**src/rtl/riscv_pkg.sv**
```systemverilog
// Shared RISC-V core definitions: data width, NOP encoding, default reset PC,
// base opcodes and the fetch-buffer entry type.
package riscv_pkg;

   localparam int              XLEN             = 32;
   localparam logic [XLEN-1:0] NOP_INSTR        = 32'h0000_0013;
   localparam logic [XLEN-1:0] RESET_PC_DEFAULT = 32'h0000_0000;

   // Base opcodes decoded by the controller
   localparam logic [6:0] OPC_LOAD   = 7'b000_0011;
   localparam logic [6:0] OPC_OP_IMM = 7'b001_0011;
   localparam logic [6:0] OPC_AUIPC  = 7'b001_0111;
   localparam logic [6:0] OPC_STORE  = 7'b010_0011;
   localparam logic [6:0] OPC_OP     = 7'b011_0011;
   localparam logic [6:0] OPC_LUI    = 7'b011_0111;
   localparam logic [6:0] OPC_BRANCH = 7'b110_0011;
   localparam logic [6:0] OPC_JALR   = 7'b110_0111;
   localparam logic [6:0] OPC_JAL    = 7'b110_1111;
   localparam logic [6:0] OPC_SYSTEM = 7'b111_0011;

   // One buffered fetch: the instruction word and the PC it came from
   typedef struct packed {
      logic [XLEN-1:0] instr;
      logic [XLEN-1:0] pc;
   } fetch_entry_t;

   // Word-align an address by clearing the low two bits
   function automatic logic [XLEN-1:0] pc_align(input logic [XLEN-1:0] a);
      return {a[XLEN-1:2], 2'b00};
   endfunction

endpackage

```
**src/rtl/if_fifo.sv**
```systemverilog
// Show-ahead FIFO of {instr, pc} entries. The head entry is visible on
// 'head' whenever the FIFO is non-empty; flush empties it in one cycle.
module if_fifo
   import riscv_pkg::*;
#(
   parameter int DEPTH = 2,
   parameter int CW    = $clog2(DEPTH + 1)
) (
   input  logic         clk,
   input  logic         rst_n,
   input  logic         push,
   input  fetch_entry_t push_data,
   input  logic         pop,
   input  logic         flush,
   output fetch_entry_t head,
   output logic [CW-1:0] count,
   output logic         empty,
   output logic         full
);

   localparam int PW = (DEPTH > 1) ? $clog2(DEPTH) : 1;

   fetch_entry_t  mem_q [DEPTH];
   fetch_entry_t  mem_d [DEPTH];
   logic [PW-1:0] rd_ptr_q, rd_ptr_d;
   logic [PW-1:0] wr_ptr_q, wr_ptr_d;
   logic [CW-1:0] cnt_q, cnt_d;
   logic          do_push, do_pop;

   // Pointer increment that also wraps for non-power-of-two depths
   function automatic logic [PW-1:0] ptr_inc(input logic [PW-1:0] p);
      return (p == PW'(DEPTH - 1)) ? '0 : p + 1'b1;
   endfunction

   assign empty   = (cnt_q == '0);
   assign full    = (cnt_q == CW'(DEPTH));
   assign count   = cnt_q;
   assign head    = mem_q[rd_ptr_q];
   assign do_push = push & ~full;
   assign do_pop  = pop & ~empty;

   // Next-state for storage, pointers and occupancy; flush wins over push/pop
   always_comb begin
      mem_d    = mem_q;
      rd_ptr_d = rd_ptr_q;
      wr_ptr_d = wr_ptr_q;
      cnt_d    = cnt_q;
      if (flush) begin
         rd_ptr_d = '0;
         wr_ptr_d = '0;
         cnt_d    = '0;
      end else begin
         if (do_push) begin
            mem_d[wr_ptr_q] = push_data;
            wr_ptr_d        = ptr_inc(wr_ptr_q);
         end
         if (do_pop) begin
            rd_ptr_d = ptr_inc(rd_ptr_q);
         end
         cnt_d = cnt_q + CW'(do_push) - CW'(do_pop);
      end
   end

   // State registers
   always_ff @(posedge clk or negedge rst_n) begin
      if (!rst_n) begin
         for (int i = 0; i < DEPTH; i++) mem_q[i] <= '0;
         rd_ptr_q <= '0;
         wr_ptr_q <= '0;
         cnt_q    <= '0;
      end else begin
         mem_q    <= mem_d;
         rd_ptr_q <= rd_ptr_d;
         wr_ptr_q <= wr_ptr_d;
         cnt_q    <= cnt_d;
      end
   end

endmodule

```
**src/rtl/if_stage.sv**
```systemverilog
// Instruction-fetch stage: owns the PC, issues credit-limited requests over
// req/gnt/rvalid, buffers responses with their PCs and hands them to decode.
// A redirect restarts fetch at the target and discards every in-flight reply.
module if_stage
   import riscv_pkg::*;
#(
   parameter logic [31:0] RESET_PC   = RESET_PC_DEFAULT,
   parameter int          FIFO_DEPTH = 2
) (
   input  logic        clk,
   input  logic        rst_n,
   output logic        imem_req,
   output logic [31:0] imem_addr,
   input  logic        imem_gnt,
   input  logic        imem_rvalid,
   input  logic [31:0] imem_rdata,
   input  logic        redirect_valid,
   input  logic [31:0] redirect_pc,
   output logic        id_valid,
   output logic [31:0] id_instr,
   output logic [31:0] id_pc,
   input  logic        id_ready
);

   localparam int CW = $clog2(FIFO_DEPTH + 1);

   logic [31:0]   pc_q, pc_d;
   logic [31:0]   resp_pc_q, resp_pc_d;
   logic [31:0]   last_pc_q, last_pc_d;
   logic [CW-1:0] out_q, out_d;
   logic [CW-1:0] drop_q, drop_d;

   fetch_entry_t  fifo_head, push_data;
   logic [CW-1:0] fifo_cnt;
   logic          fifo_empty, fifo_full, push;

   logic          pop, fire, rsp, credit;
   logic [CW:0]   in_use;

   // Handshakes: credit counts in-flight plus buffered fetches, minus this
   // cycle's pop. The rst_n term keeps the request low while reset is held.
   always_comb begin
      id_valid  = ~fifo_empty & ~redirect_valid;
      pop       = id_valid & id_ready;
      in_use    = {1'b0, out_q} + {1'b0, fifo_cnt} - {{CW{1'b0}}, pop};
      credit    = (in_use < (CW+1)'(FIFO_DEPTH));
      imem_req  = rst_n & credit & ~redirect_valid;
      imem_addr = pc_q;
      fire      = imem_req & imem_gnt;
      // A response with nothing outstanding is stray and ignored
      rsp       = imem_rvalid & (out_q != '0);
      id_instr  = fifo_empty ? NOP_INSTR : fifo_head.instr;
      id_pc     = fifo_empty ? last_pc_q : fifo_head.pc;
   end

   // PC, response-PC, outstanding and drop bookkeeping; redirect has priority
   always_comb begin
      pc_d      = pc_q;
      resp_pc_d = resp_pc_q;
      drop_d    = drop_q;
      push      = 1'b0;
      push_data = '{instr: imem_rdata, pc: resp_pc_q};
      out_d     = out_q + CW'(fire) - CW'(rsp);
      last_pc_d = fifo_empty ? last_pc_q : fifo_head.pc;
      if (redirect_valid) begin
         pc_d      = pc_align(redirect_pc);
         resp_pc_d = pc_align(redirect_pc);
         // Anything still in flight after this cycle belongs to the old path
         drop_d    = out_q - CW'(rsp);
      end else begin
         if (fire) pc_d = pc_q + 32'd4;
         if (rsp) begin
            if (drop_q != '0) begin
               drop_d = drop_q - 1'b1;
            end else begin
               push      = 1'b1;
               resp_pc_d = resp_pc_q + 32'd4;
            end
         end
      end
   end

   // State registers
   always_ff @(posedge clk or negedge rst_n) begin
      if (!rst_n) begin
         pc_q      <= RESET_PC;
         resp_pc_q <= RESET_PC;
         last_pc_q <= '0;
         out_q     <= '0;
         drop_q    <= '0;
      end else begin
         pc_q      <= pc_d;
         resp_pc_q <= resp_pc_d;
         last_pc_q <= last_pc_d;
         out_q     <= out_d;
         drop_q    <= drop_d;
      end
   end

   if_fifo #(.DEPTH(FIFO_DEPTH), .CW(CW)) u_fifo (
      .clk       (clk),
      .rst_n     (rst_n),
      .push      (push),
      .push_data (push_data),
      .pop       (pop),
      .flush     (redirect_valid),
      .head      (fifo_head),
      .count     (fifo_cnt),
      .empty     (fifo_empty),
      .full      (fifo_full)
   );

   // Credit must keep outstanding bounded and never push into a full buffer
   always_ff @(posedge clk) begin
      if (rst_n) begin
         assert (out_q <= CW'(FIFO_DEPTH));
         assert (!(push && fifo_full && !pop));
      end
   end

endmodule
```
**config.mk**
```make
export PLATFORM = sky130hd
export DESIGN_NAME = if_stage
export DESIGN_NICKNAME = d
export VERILOG_FILES = /design/src/rtl/riscv_pkg.sv /design/src/rtl/if_fifo.sv /design/src/rtl/if_stage.sv
export SDC_FILE = /design/constraint.sdc
export NUM_CORES = 1
export LEC_CHECK = 0
export ABC_AREA = 0
export CAP_MARGIN = 15
export CORE_AREA = 2 2 184 141
export DETAILED_ROUTE_END_ITERATION = 12
export DIE_AREA = 0 0 186 143
export HOLD_SLACK_MARGIN = 0.03
export PLACE_DENSITY = 0.68
export SETUP_SLACK_MARGIN = 0.3
export SLEW_MARGIN = 0
export SYNTH_ARGS = -nofsm -noshare
export SYNTH_HDL_FRONTEND = slang
export SYNTH_HIERARCHICAL = 1
export SYNTH_SLANG_ARGS = --single-unit
```
**constraint.sdc**
```tcl
create_clock -name clk -period 8.4 [get_ports clk]
set_clock_uncertainty 0.2 [all_clocks]
set_input_delay 1.26 -clock clk [delete_from_list [all_inputs] [get_ports clk]]
set_output_delay 1.26 -clock clk [all_outputs]
set_load 0.01 [all_outputs]
```
Word-level counts from Yosys, hierarchy flattened
Index checks and enable logic that the tools add are counted. Widths: inputs -> output; s select.

Bits in registers: 232. Input bits: 70. Output and inout port bits: 98. Word-level logic and storage cells: 81.

Add/sub/neg operators: 12. $lt $le $gt $ge: 4. Equality and inequality tests: 2. Muxes and demuxes: 26. Bitwise operators: 13. Reduce and logical (&&, ||, !) cells: 12.

Operators with widths (count): $mux 64 (4); $mux 32 (7); $bwmux 128 (1); $add 32x3->32 const B (2); $demux 64 s1 (1); $reduce_bool 2->1 (7); $mux 1 (9); $and 1x1->1 (8); $mux 2 (4); $reduce_and 2->1 (3); $sub 2x1->2 (3); $add 2x1->2 (2); $ge 2x2->1 const B (2); $not 1->2 (2); $add 2x2->3 (1); $lt 3x2->1 const B (1); $not 1->1 (3); $sub 3x1->3 (1); $add 1x1->1 const B (2); $eq 2x2->1 const B (1); $logic_not 2->1 (1); $lt 2x1->1 const B (1); $ne 2x2->1 const B (1); $sub 2x1->2 const B (1); $logic_and 1x1->1 (1).

Depth between registers and ports, before layout
Gate-level depths: netlist (run 1).

Depth after elaboration: 11. Gate-level depth with buffers: 18. Depth with buffers taken out: 14.

Cells and area by module
Netlist (run 1), hierarchy kept.

By module, submodules not included: if_fifo (times used 1, cells each 365, area each 5743.0 um^2, seq. area each 3303.2 um^2); if_stage (times used 1, cells each 507, area each 5246.3 um^2, seq. area each 2402.3 um^2).

Worst setup path before layout (run 1)
OpenSTA, ideal clock, no wires.

Path kind: in2reg. Start: input port redirect_valid. End: register out_q[1]. Library setup time: 0.123 ns. Arrival time: 4.656 ns. Data required time: 8.077 ns. Slack: 3.422 ns. Stages: 17. Buffers on the path: 4. Cells stage by stage: clkbuf_1 -> clkbuf_1 -> nor2_1 -> and2_1 -> ha_1 -> nand2b_1 -> fa_1 -> nand4b_4 -> nor2_1 -> inv_2 -> buf_2 -> buf_2 -> ha_1 -> inv_1 -> ha_1 -> xnor2_1 -> xnor2_1.

Longest elaborated chain between the ends: 10.

Ends and longest elaborated chain: start, declared (line if_stage.sv:17) `input logic redirect_valid,`; $not 1->1 (no source line); $and 1x1->1 (line if_stage.sv:43) `id_valid = ~fifo_empty & ~redirect_valid;`; net id_valid (line if_stage.sv:19) `output logic id_valid,`; $and 1x1->1 (line if_stage.sv:44) `pop = id_valid & id_ready;`; net pop (line if_stage.sv:37) `logic pop, fire, rsp, credit;`; $sub 3x1->3 (line if_stage.sv:45) `in_use = {1'b0, out_q} + {1'b0, fifo_cnt} - {{CW{1'b0}}, pop};`; $lt 3x2->1 (line if_stage.sv:46) `credit = (in_use < (CW+1)'(FIFO_DEPTH));`; $and 1x1->1 (2 in series) (line if_stage.sv:47) `imem_req = rst_n & credit & ~redirect_valid;`; $and 1x1->1 (line if_stage.sv:49) `fire = imem_req & imem_gnt;`; $add 2x1->2 (line if_stage.sv:63) `out_d = out_q + CW'(fire) - CW'(rsp);`; $sub 2x1->2 (line if_stage.sv:63); net out_d[1] (line if_stage.sv:30) `logic [CW-1:0] out_q, out_d;`; end signal, assigned (line if_stage.sv:95) `out_q <= out_d;`; end, declared (line if_stage.sv:30).

The timed path passes the listed nets, and every way through them passes these cells. A chain may end at the register's enable or synchronous reset.

Final worst setup path (run 1)
Start: input port redirect_valid. End: output port imem_req.

Longest elaborated chain between the ends: 7.

Ends and longest elaborated chain: $not 1->1 (no source line); $and 1x1->1 (line if_stage.sv:43); $and 1x1->1 (line if_stage.sv:44); net pop (line if_stage.sv:37); $sub 3x1->3 (line if_stage.sv:45); $lt 3x2->1 (line if_stage.sv:46); $and 1x1->1 (2 in series) (line if_stage.sv:47); end, declared (line if_stage.sv:12) `output logic imem_req,`.

The timed path passes the listed nets, and every way through them passes these cells.

==> run_results.csv, run 1 <==
group,metric,value,unit
floorplan,io-pin-count,168,
cts,post-cts-setup-buffer-count,0,
place,routabilityCongestion,0.867,
floorplan,die_height,143,µm
power_and_ir_drop,p_leak,5.88,nW
timing,report.final.setup_viol,0,
critical_path,cp-end-kind,"output port",
timing,post-route-min-period,5870,ps
floorplan,core_area,24700,µm²
critical_path,arrival,4410,ps
cts,cts_buffers,24,
floorplan,die_x,186,µm
place,hpwl,16.1,mm
critical_path,required,6940,ps
cts,hold_buffers,0,
cts,cts_resized,0,
job,cap_viol_max_count,0,
synth,synth_edf_count,0,
synth,ys_ff_latch,228,
synth,synth_flop_cell,"dfrtp_1",
hold_path,hp-class,"reg -> reg",
detailed_routing,wl_per_cell,17.9,µm
grt,grt_overflow,0,
critical_path,worstReg2RegStart,"u_fifo/count[1]",
timing,fin_crit_sh,69.9,%
layout,diodes,0,
detailed_routing,route.detailed.drc,0,
synth,synth.top_cell.area_share,51.9,%
critical_path,startpoint,"redirect_valid",
synth,synthDistinctLibCells,56,
synth,netlist_instances,872,
synth,yosysWarnings,6,
outcome,status,"finished, final reports clean",
floorplan,rows,50,
floorplan,start_util,44.5,%
layout,finalNetCount,1108,
cts,clock_latency,510,ps
critical_path,critical_path_class,"in -> out",
cts,ctsRootBufferMaster,"clkbuf_16",
timing,max_freq,0.170,GHz
detailed_routing,vias,7282,
grt,grt_max_degree,100,
place,placed_area,12900,µm²
timing,relSlewSlack,34.5,%
detailed_routing,initialDrtViolationCount,473,
detailed_routing,postRouteAntennaNets,0,
power_and_ir_drop,peakVddDrop,177,µV
critical_path,crit_fanout,46,
synth,synth_area_leaders,"dfrtp_1, mux2_2, xor2_1",
layout,syn2layout_area_growth,24.1,%
cts,path_clk_slew,60,ps
detailed_routing,wirelength,24.8,mm
place,portBuffers,163,
grt,grt_pass1_wl,40.0,mm
grt,antenna_found_initial,1,
detailed_routing,dr.pass1.iters,4,
cts,cts_tree,"done",
grt,grt_pass1_vias,7334,
timing,tns,0,ps
layout,drive_above_1_share,28.3,%
timing,hold_slack,279,ps
layout,fill_cells,2086,
synth,synth_area_per_cell,12.6,µm²
layout,final_cell_area,13600,µm²
timing,hold_violations,0,
power_and_ir_drop,p_per_area,276,nW/µm²
timing,worst_pin_slew,979,ps
hold_path,hp-start,"u_fifo/mem_q[103]",
grt,grtUsageTotal,18.9,%
detailed_routing,viasPerCell,5.27,
floorplan,die_area,26600,µm²
cts,clockBufferDepth,3,
power_and_ir_drop,power,0.00377,W
cts,h-tree-depth,1,
synth,yosysTopAreaCell,"dfrtp_1",
synth,syn_area,11000,µm²
synth,ys_seq_area_share,51.9,%
timing,rsz0062_at_grt,"false",
synth,synthArstFlopShare,100,%
cts,cts_sinks,228,
timing,final_max_slew_viol_count,0,
critical_path,crit_path_start_kind,"input port",
## cell type report
type,count,area (µm²),area share (%)
clock buffer,39,728,5.34
clock inverter,5,27.5,0.202
inverter,18,67.6,0.495
multi-input combinational,585,5000,36.7
sequential,228,5710,41.8
tap,338,423,3.10
timing repair buffer,170,1690,12.4
## worst paths after layout
check | endpoint | slack, ps | cells after the start
worst min-delay path | u_fifo/mem_q[103] | 280 | 1
min in group asynchronous | u_fifo/mem_q[10] | 590 | 1
max in group asynchronous | u_fifo/rd_ptr_q | 5950 | 2
worst min register to register | u_fifo/mem_q[103] | 280 | 1
worst max register to register | out_q[1] | 3610 | 15
worst max-delay path | imem_req | 2530 | 10
## report_power, final
part           internal, W  switching (W)  total, W
registers          0.00143       0.000184   0.00162
clock network     0.000591       0.000432   0.00102
logic             0.000685       0.000443   0.00113
## flip-flops by register name (all words and copies together) (netlist names), 2 cells and up
register      flops
drop_q            2
u_fifo/count      2
last_pc_q        32
out_q             2
resp_pc_q        30
u_fifo/mem_q    128
imem_addr        30
## per-layer routing
| layer | GRT usage, % | share of wire (%) | vias to the layer above |
|---|---|---|---|
| li1 | - | - | 3404 |
| met1 | 28.0 | 49 | 3665 |
| met2 | 28.5 | 44 | 184 |
| met3 | 4.18 | 5.9 | 29 |
| met4 | 3.77 | 1.6 | 0 |
| met5 | 0 | 0 | - |
## cell usage in the layout (no fill, tap or decap), drive strengths merged, types with 3 or more instances in the layout
| cell type | instances |
|---|---|
| and4 | 5 |
| nand4 | 20 |
| nand3 | 29 |
| mux2 | 238 |
| ha | 10 |
| nor2b | 31 |
| a21boi | 10 |
| a21oi | 10 |
| inv | 18 |
| o21ai | 18 |
| and2 | 5 |
| clkinv | 4 |
| conb | 6 |
| nor2 | 26 |
| nand2b | 9 |
| o211ai | 6 |
| nand2 | 40 |
| or3 | 3 |
| or2 | 4 |
| a31oi | 4 |
| o21a | 3 |
| xor2 | 28 |
| nor3 | 13 |
| clkbuf | 39 |
| nor4 | 10 |
| dfrtp | 228 |
| mux2i | 7 |
| and3 | 10 |
| xnor2 | 22 |
| buf | 8 |
| clkdlybuf4s50 | 162 |
## through the flow
| step | worst slack (ps) | instances | utilization (%) |
|---|---|---|---|
| after detailed placement | 2540 | 1339 | 52.2 |
| final | 2530 | 1383 | 55.2 |
| after global routing | 2400 | 1383 | 55.2 |
| after floorplan | 3420 | 877 | - |
| after global placement | 2580 | 1339 | 52.2 |
| after CTS | 2530 | 1383 | 55.2 |
## cells by family after synthesis
| kind of cell | count (synthesis) | share of synthesized area, % |
|---|---|---|
| fa+ha+maj | 11 | 1.32 |
| compound gates | 63 | 3.76 |
| mux | 245 | 25.0 |
| xor+xnor | 50 | 3.98 |
| buf+inv | 64 | 2.81 |
| simple gates | 210 | 11.1 |
| flops | 228 | 51.9 |
| other cells | 1 | 0.0341 |
## critical path: stages
cell and delay [ps]:
clkdlybuf4s50_1 460, buf_4 420, nor2_1 120, and2_1 230, ha_1 270, nand2b_1 160, fa_1 410, xnor2_1 210
nor3_1 260, clkdlybuf4s50_1 590
## cells in the mapped netlist (all sizes together), types with 5 or more instances
library cell,count
mux2,238
dfrtp,228
nand2,40
nor2b,31
nand3,29
xor2,28
nor2,26
buf,23
clkbuf,23
xnor2,22
nand4,20
inv,18
o21ai,18
nor3,13
a21boi,10
a21oi,10
and3,10
ha,10
nor4,10
nand2b,9
mux2i,7
o211ai,6
and2,5
and4,5
(Power assumes the default switching activity.)
==> inputs of run 2 (changes only) <==
--- a/config.mk
+++ b/config.mk
@@ -11,7 +11,7 @@
 export DETAILED_ROUTE_END_ITERATION = 12
 export DIE_AREA = 0 0 186 143
 export HOLD_SLACK_MARGIN = 0.03
-export PLACE_DENSITY = 0.68
+export PLACE_DENSITY = 0.7
 export SETUP_SLACK_MARGIN = 0.3
 export SLEW_MARGIN = 0
 export SYNTH_ARGS = -nofsm -noshare
==> constraint.sdc (replaced) <==
create_clock -name clk -period 5.2 [get_ports clk]
set_clock_uncertainty 0.2 [all_clocks]
set_input_delay 0.78 -clock clk [delete_from_list [all_inputs] [get_ports clk]]
set_output_delay 0.78 -clock clk [all_outputs]
set_load 0.01 [all_outputs]
==> run_results.csv, run 2 (synthesis gave the netlist of run 1 again) <==
group,metric,value,unit
place,portBuffers,163,
detailed_routing,wirelength,24.9,mm
cts,path_clk_slew,60,ps
floorplan,io-pin-count,168,
detailed_routing,initialDrtViolationCount,379,
floorplan,die_height,143,µm
layout,finalNetCount,1111,
critical_path,crit_fanout,4,
layout,drive_above_1_share,28.6,%
cts,clock_latency,510,ps
cts,ctsRootBufferMaster,"clkbuf_16",
timing,hold_violations,0,
layout,largest_reg_flops,128,
grt,grt_max_degree,72,
grt,grt_overflow,0,
critical_path,cp-end-kind,"output port",
place,routabilityCongestion,0.869,
detailed_routing,route.detailed.drc,0,
layout,layout_common_cells,"mux2_2, dfrtp_1, clkdlybuf4s50_1",
detailed_routing,vias,7351,
timing,final_max_slew_viol_count,0,
timing,tns,0,ps
floorplan,start_util,44.5,%
detailed_routing,wl_per_cell,18.0,µm
grt,antenna_found_initial,1,
timing,report.final.setup_viol,0,
place,placed_cells,1341,
critical_path,arrival,3370,ps
place,hpwl,16.7,mm
timing,rsz0062_at_grt,"false",
critical_path,required,4220,ps
floorplan,core_area,24700,µm²
timing,fin_crit_sh,83.7,%
critical_path,r2r_end,"imem_addr[26]",
detailed_routing,dr.pass1.iters,5,
critical_path,worstReg2RegStart,"u_fifo/count[1]",
power_and_ir_drop,p_per_area,446,nW/µm²
timing,worst_pin_slew,1040,ps
critical_path,startpoint,"redirect_valid",
critical_path,critical_path_class,"in -> out",
cts,clockBufferDepth,3,
floorplan,rows,50,
cts,h-tree-depth,1,
detailed_routing,viasPerCell,5.31,
floorplan,die_x,186,µm
layout,fin_util,55.5,%
grt,grtUsageTotal,19.2,%
layout,final_common_cell,"mux2_2",
layout,top_register,"u_fifo/mem_q",
floorplan,die_area,26600,µm²
grt,grt_pass1_wl,40.7,mm
hold_path,hp-class,"reg -> reg",
outcome,status,"finished, final reports clean",
cts,cts_tree,"done",
layout,syn2layout_area_growth,24.8,%
critical_path,r2r_slack,1590,ps
timing,relSlewSlack,30.6,%
layout,largestRegisters,"u_fifo/mem_q: 128 flops, last_pc_q: 32 flops",
place,dp_slack,840,ps
critical_path,reg2reg_depth,11,
power_and_ir_drop,peakVddDrop,267,µV
cts,cts_sinks,228,
detailed_routing,postRouteAntennaNets,0,
grt,grt_pass1_vias,7592,
layout,final_cells,1384,
power_and_ir_drop,power,0.00612,W
timing,max_freq,0.230,GHz
power_and_ir_drop,p_leak,5.91,nW
timing,fin_ws,847,ps
layout,diodes,0,
critical_path,crit_path_end,"imem_req",
job,cap_viol_max_count,0,
critical_path,crit_path_start_kind,"input port",
timing,post-route-min-period,4350,ps
cts,cts_buffers,24,
-- run 2: cell count changes in the layout (fill, tap and decap cells not counted), sizes merged --
cell | previous run | this run
bufinv | 0 | 1
buf | 8 | 10
dlygate4sd3 | 0 | 1
clkinvlp | 1 | 0
clkbuf | 39 | 37
-- run 2: layout make-up --
class	count	area, µm²
clock inverter	5	50.0
clock buffer	37	731
inverter	18	67.6
timing repair buffer	173	1740
tap	338	423
fill	2103	11000
multi-input combinational	585	5000
sequential	228	5710
-- run 2: worst min-delay path by stage --
| stage | cells past startpoint | slack [ps] | end | from |
|---|---|---|---|---|
| floorplan | 1 | 250 | u_fifo/mem_q[102] | u_fifo/mem_q[102] |
| global placement | 1 | 270 | u_fifo/mem_q[102] | u_fifo/mem_q[102] |
| detailed placement | 1 | 280 | last_pc_q[25] | last_pc_q[25] |
| CTS | 1 | 300 | last_pc_q[11] | last_pc_q[11] |
| global route | 1 | 310 | u_fifo/mem_q[103] | u_fifo/mem_q[103] |
| finish | 1 | 290 | u_fifo/mem_q[104] | u_fifo/mem_q[104] |
-- run 2: timing repair --
item                      CTS  global route
hold buffers                1             0
hold endpoints to repair   52             0
resized for setup           0             0
setup buffers               0             0
-- run 2: where the power goes --
part           internal, W  switching [W]
Sequential         0.00231       0.000297
Combinational      0.00111       0.000713
Clock              0.00101       0.000676
-- run 2: critical path, cell delays in order --
cell and delay [ps]:
clkdlybuf4s50_1 500, nor2_1 70, and2_1 170, ha_1 260, nand2b_1 160, fa_1 380
xnor2_1 200, nor3_1 250, clkdlybuf4s50_1 580
-- run 2: through the flow --
stage | hold slack, ps | cell area, µm²
finish | 289 | 13700
global route | 307 | 13700
CTS | 297 | 13700
detailed placement | 282 | 12900
global placement | 266 | 12900
floorplan | 254 | 11000
-- run 2: layer usage --
| metal | part of all wire [%] | global-route usage, % | vias up | routed length [µm] |
|---|---|---|---|---|
| met5 | 0.064 | 0 | - | 16 |
| met3 | 5.0 | 3.75 | 31 | 1260 |
| met1 | 49 | 28.1 | 3731 | 12200 |
| li1 | - | - | 3409 | - |
| met4 | 1.6 | 3.73 | 2 | 392 |
| met2 | 44 | 29.9 | 178 | 11100 |
==> inputs of run 3 (changes only) <==
--- a/config.mk
+++ b/config.mk
@@ -11,7 +11,7 @@
 export DETAILED_ROUTE_END_ITERATION = 12
 export DIE_AREA = 0 0 186 143
 export HOLD_SLACK_MARGIN = 0.03
-export PLACE_DENSITY = 0.7
+export PLACE_DENSITY = 0.68
 export SETUP_SLACK_MARGIN = 0.3
 export SLEW_MARGIN = 0
 export SYNTH_ARGS = -nofsm -noshare
==> constraint.sdc (replaced) <==
create_clock -name clk -period 4.1 [get_ports clk]
set_clock_uncertainty 0.2 [all_clocks]
set_input_delay 0.615 -clock clk [delete_from_list [all_inputs] [get_ports clk]]
set_output_delay 0.615 -clock clk [all_outputs]
set_load 0.01 [all_outputs]
==> run_results.csv, run 3 (synthesis gave the netlist of run 1 again) <==
group,metric,value,unit
detailed_routing,wl_per_cell,18.2,µm
outcome,status,"finished, final reports clean",
grt,grt_overflow,0,
power_and_ir_drop,peakVddDrop,351,µV
floorplan,die_x,186,µm
grt,grt.busiest_layer,"met1",
critical_path,required,3280,ps
detailed_routing,viasPerCell,5.27,
job,cap_viol_max_count,0,
grt,grt_max_degree,86,
timing,worst_pin_slew,986,ps
layout,seq_area,5710,µm²
floorplan,start_util,44.5,%
place,placed_area,13000,µm²
timing,hold_violations,0,
layout,diodes,0,
layout,syn2layout_area_growth,26.2,%
grt,grtUsageTotal,19.3,%
layout,largest_reg_flops,128,
floorplan,rows,50,
layout,finalNetCount,1118,
floorplan,die_area,26600,µm²
critical_path,cp-end-kind,"output port",
place,routabilityCongestion,0.842,
place,portBuffers,163,
grt,grt_use_met1,30.4,%
critical_path,r2r_end,"imem_addr[19]",
grt,grt_use_met3,3.37,%
layout,drive_above_1_share,29.7,%
timing,rsz0062_at_grt,"false",
hold_path,whs_path_depth,1,
timing,tns,0,ps
detailed_routing,dr.pass1.iters,5,
timing,max_freq,0.273,GHz
power_and_ir_drop,switchingPower,0.00220,W
place,placed_cells,1347,
cts,cts_buffers,24,
layout,largestRegisters,"u_fifo/mem_q: 128 flops, last_pc_q: 32 flops",
power_and_ir_drop,pwr-share-comb,30.0,%
grt,grt_pass1_wl,40.5,mm
power_and_ir_drop,sequentialPowerShare,41.9,%
critical_path,path_cells,"clkdlybuf4s50_1 > nor2_4 > and2_4 > ha_1 > nand2b_4 > fa_1 > nand2_1 > nor3_2 > dlygate4sd2_1",
cts,path_clk_slew,60,ps
power_and_ir_drop,power,0.00793,W
power_and_ir_drop,p_leak,5.99,nW
layout,top_register,"u_fifo/mem_q",
critical_path,critPathSlowestCell,"fa_1",
critical_path,critical_path_class,"in -> out",
timing,post-route-min-period,3670,ps
detailed_routing,postRouteAntennaNets,0,
hold_path,hp-start,"last_pc_q[2]",
power_and_ir_drop,p_sw_share,27.8,%
critical_path,crit_fanout,2,
floorplan,core_area,24700,µm²
critical_path,startpoint,"redirect_valid",
cts,cts_tree,"done",
detailed_routing,wirelength,25.3,mm
layout,final_common_cell,"mux2_2",
power_and_ir_drop,p_int,0.00573,W
cts,clock_latency,520,ps
layout,fill_cells,2069,
grt,antenna_found_initial,0,
timing,fin_ws,431,ps
layout,final_cells,1388,
layout,layout_common_cells,"mux2_2, dfrtp_1, clkdlybuf4s50_1",
cts,clockBufferDepth,3,
detailed_routing,vias,7320,
cts,h-tree-depth,1,
timing,fin_crit_sh,89.5,%
power_and_ir_drop,p_per_area,572,nW/µm²
detailed_routing,route.detailed.drc,0,
hold_path,hold_end,"last_pc_q[2]",
timing,report.final.setup_viol,0,
place,hpwl,17.1,mm
timing,relSlewSlack,34.3,%
critical_path,worstReg2RegStart,"u_fifo/count[1]",
hold_path,hp-class,"reg -> reg",
timing,final_max_slew_viol_count,0,
critical_path,r2r_slack,680,ps
grt,grt.met2_usage,27.9,%
layout,multi_input_area,5040,µm²
place,dp_slack,106,ps
detailed_routing,initialDrtViolationCount,355,
grt,grt_pass1_vias,7412,
cts,ctsRootBufferMaster,"clkbuf_16",
floorplan,io-pin-count,168,
critical_path,crit_path_start_kind,"input port",
layout,final_cell_area,13900,µm²
critical_path,arrival,2850,ps
cts,cts_sinks,228,
critical_path,reg2reg_depth,13,
floorplan,die_height,143,µm
critical_path,max_stage_delay,580,ps
power_and_ir_drop,p_clk_share,28.1,%
## run 3: cell count changes in the layout (fill, tap and decap cells not counted), sizes merged
cell / before / now
clkinvlp: 0 / 1
bufinv: 1 / 3
clkinv: 4 / 2
clkbuf: 37 / 32
dlygate4sd2: 0 / 1
inv: 18 / 19
buf: 10 / 17
clkdlybuf4s50: 162 / 161
## run 3: area by class of cell
type | count | share of cell area [%]
clock inverter | 7 | 0.884
multi-input combinational | 585 | 36.3
tap | 338 | 3.05
sequential | 228 | 41.2
inverter | 18 | 0.505
clock buffer | 32 | 4.92
timing repair buffer | 180 | 13.1
## run 3: through the flow
step | hold slack [ps] | utilization [%]
3_3_place_gp | 267 | 52.7
3_5_place_dp | 277 | 52.7
5_1_grt | 304 | 56.1
4_1_cts | 297 | 56.0
2_1_floorplan | 119 | -
6_report | 291 | 56.1
## run 3: worst max path at each step
stage                     slack [ps]  cells past startpoint       end
after CTS                        350                      9  imem_req
after global placement           110                      9  imem_req
final                            430                      9  imem_req
after floorplan                  320                     17  out_q[1]
after detailed placement         110                      9  imem_req
after global routing             310                      9  imem_req
## run 3: critical path, delay by kind of cell
kind                       cells  cell delay [ps]
adders and majority gates      2              850
and+or+nand+nor                5              570
buffers and inverters          2              810
## run 3: routing by layer
metal	wire length, µm	part of all wire, %
met5	0	0
met4	348	1.4
met3	1360	5.4
met2	10900	43
met1	12800	50
## run 3: what timing repair did
item / CTS / global route
setup buffers: 0 / 0
gates resized for setup: 2 / 1
hold endpoints to repair: 66 / 0
hold buffers: 1 / 0
endpoints found under the setup margin: 1 / 1
## run 3: power groups by stage
stage / clock, W / combinational (W) / sequential (W)
finish: 0.00223 / 0.00238 / 0.00333
global route: 0.00237 / 0.00259 / 0.00342
CTS: 0.00228 / 0.00241 / 0.00333
detailed placement: 0 / 0.00239 / 0.00336
global placement: 0 / 0.00235 / 0.00333
floorplan: 0 / 0.00152 / 0.00323
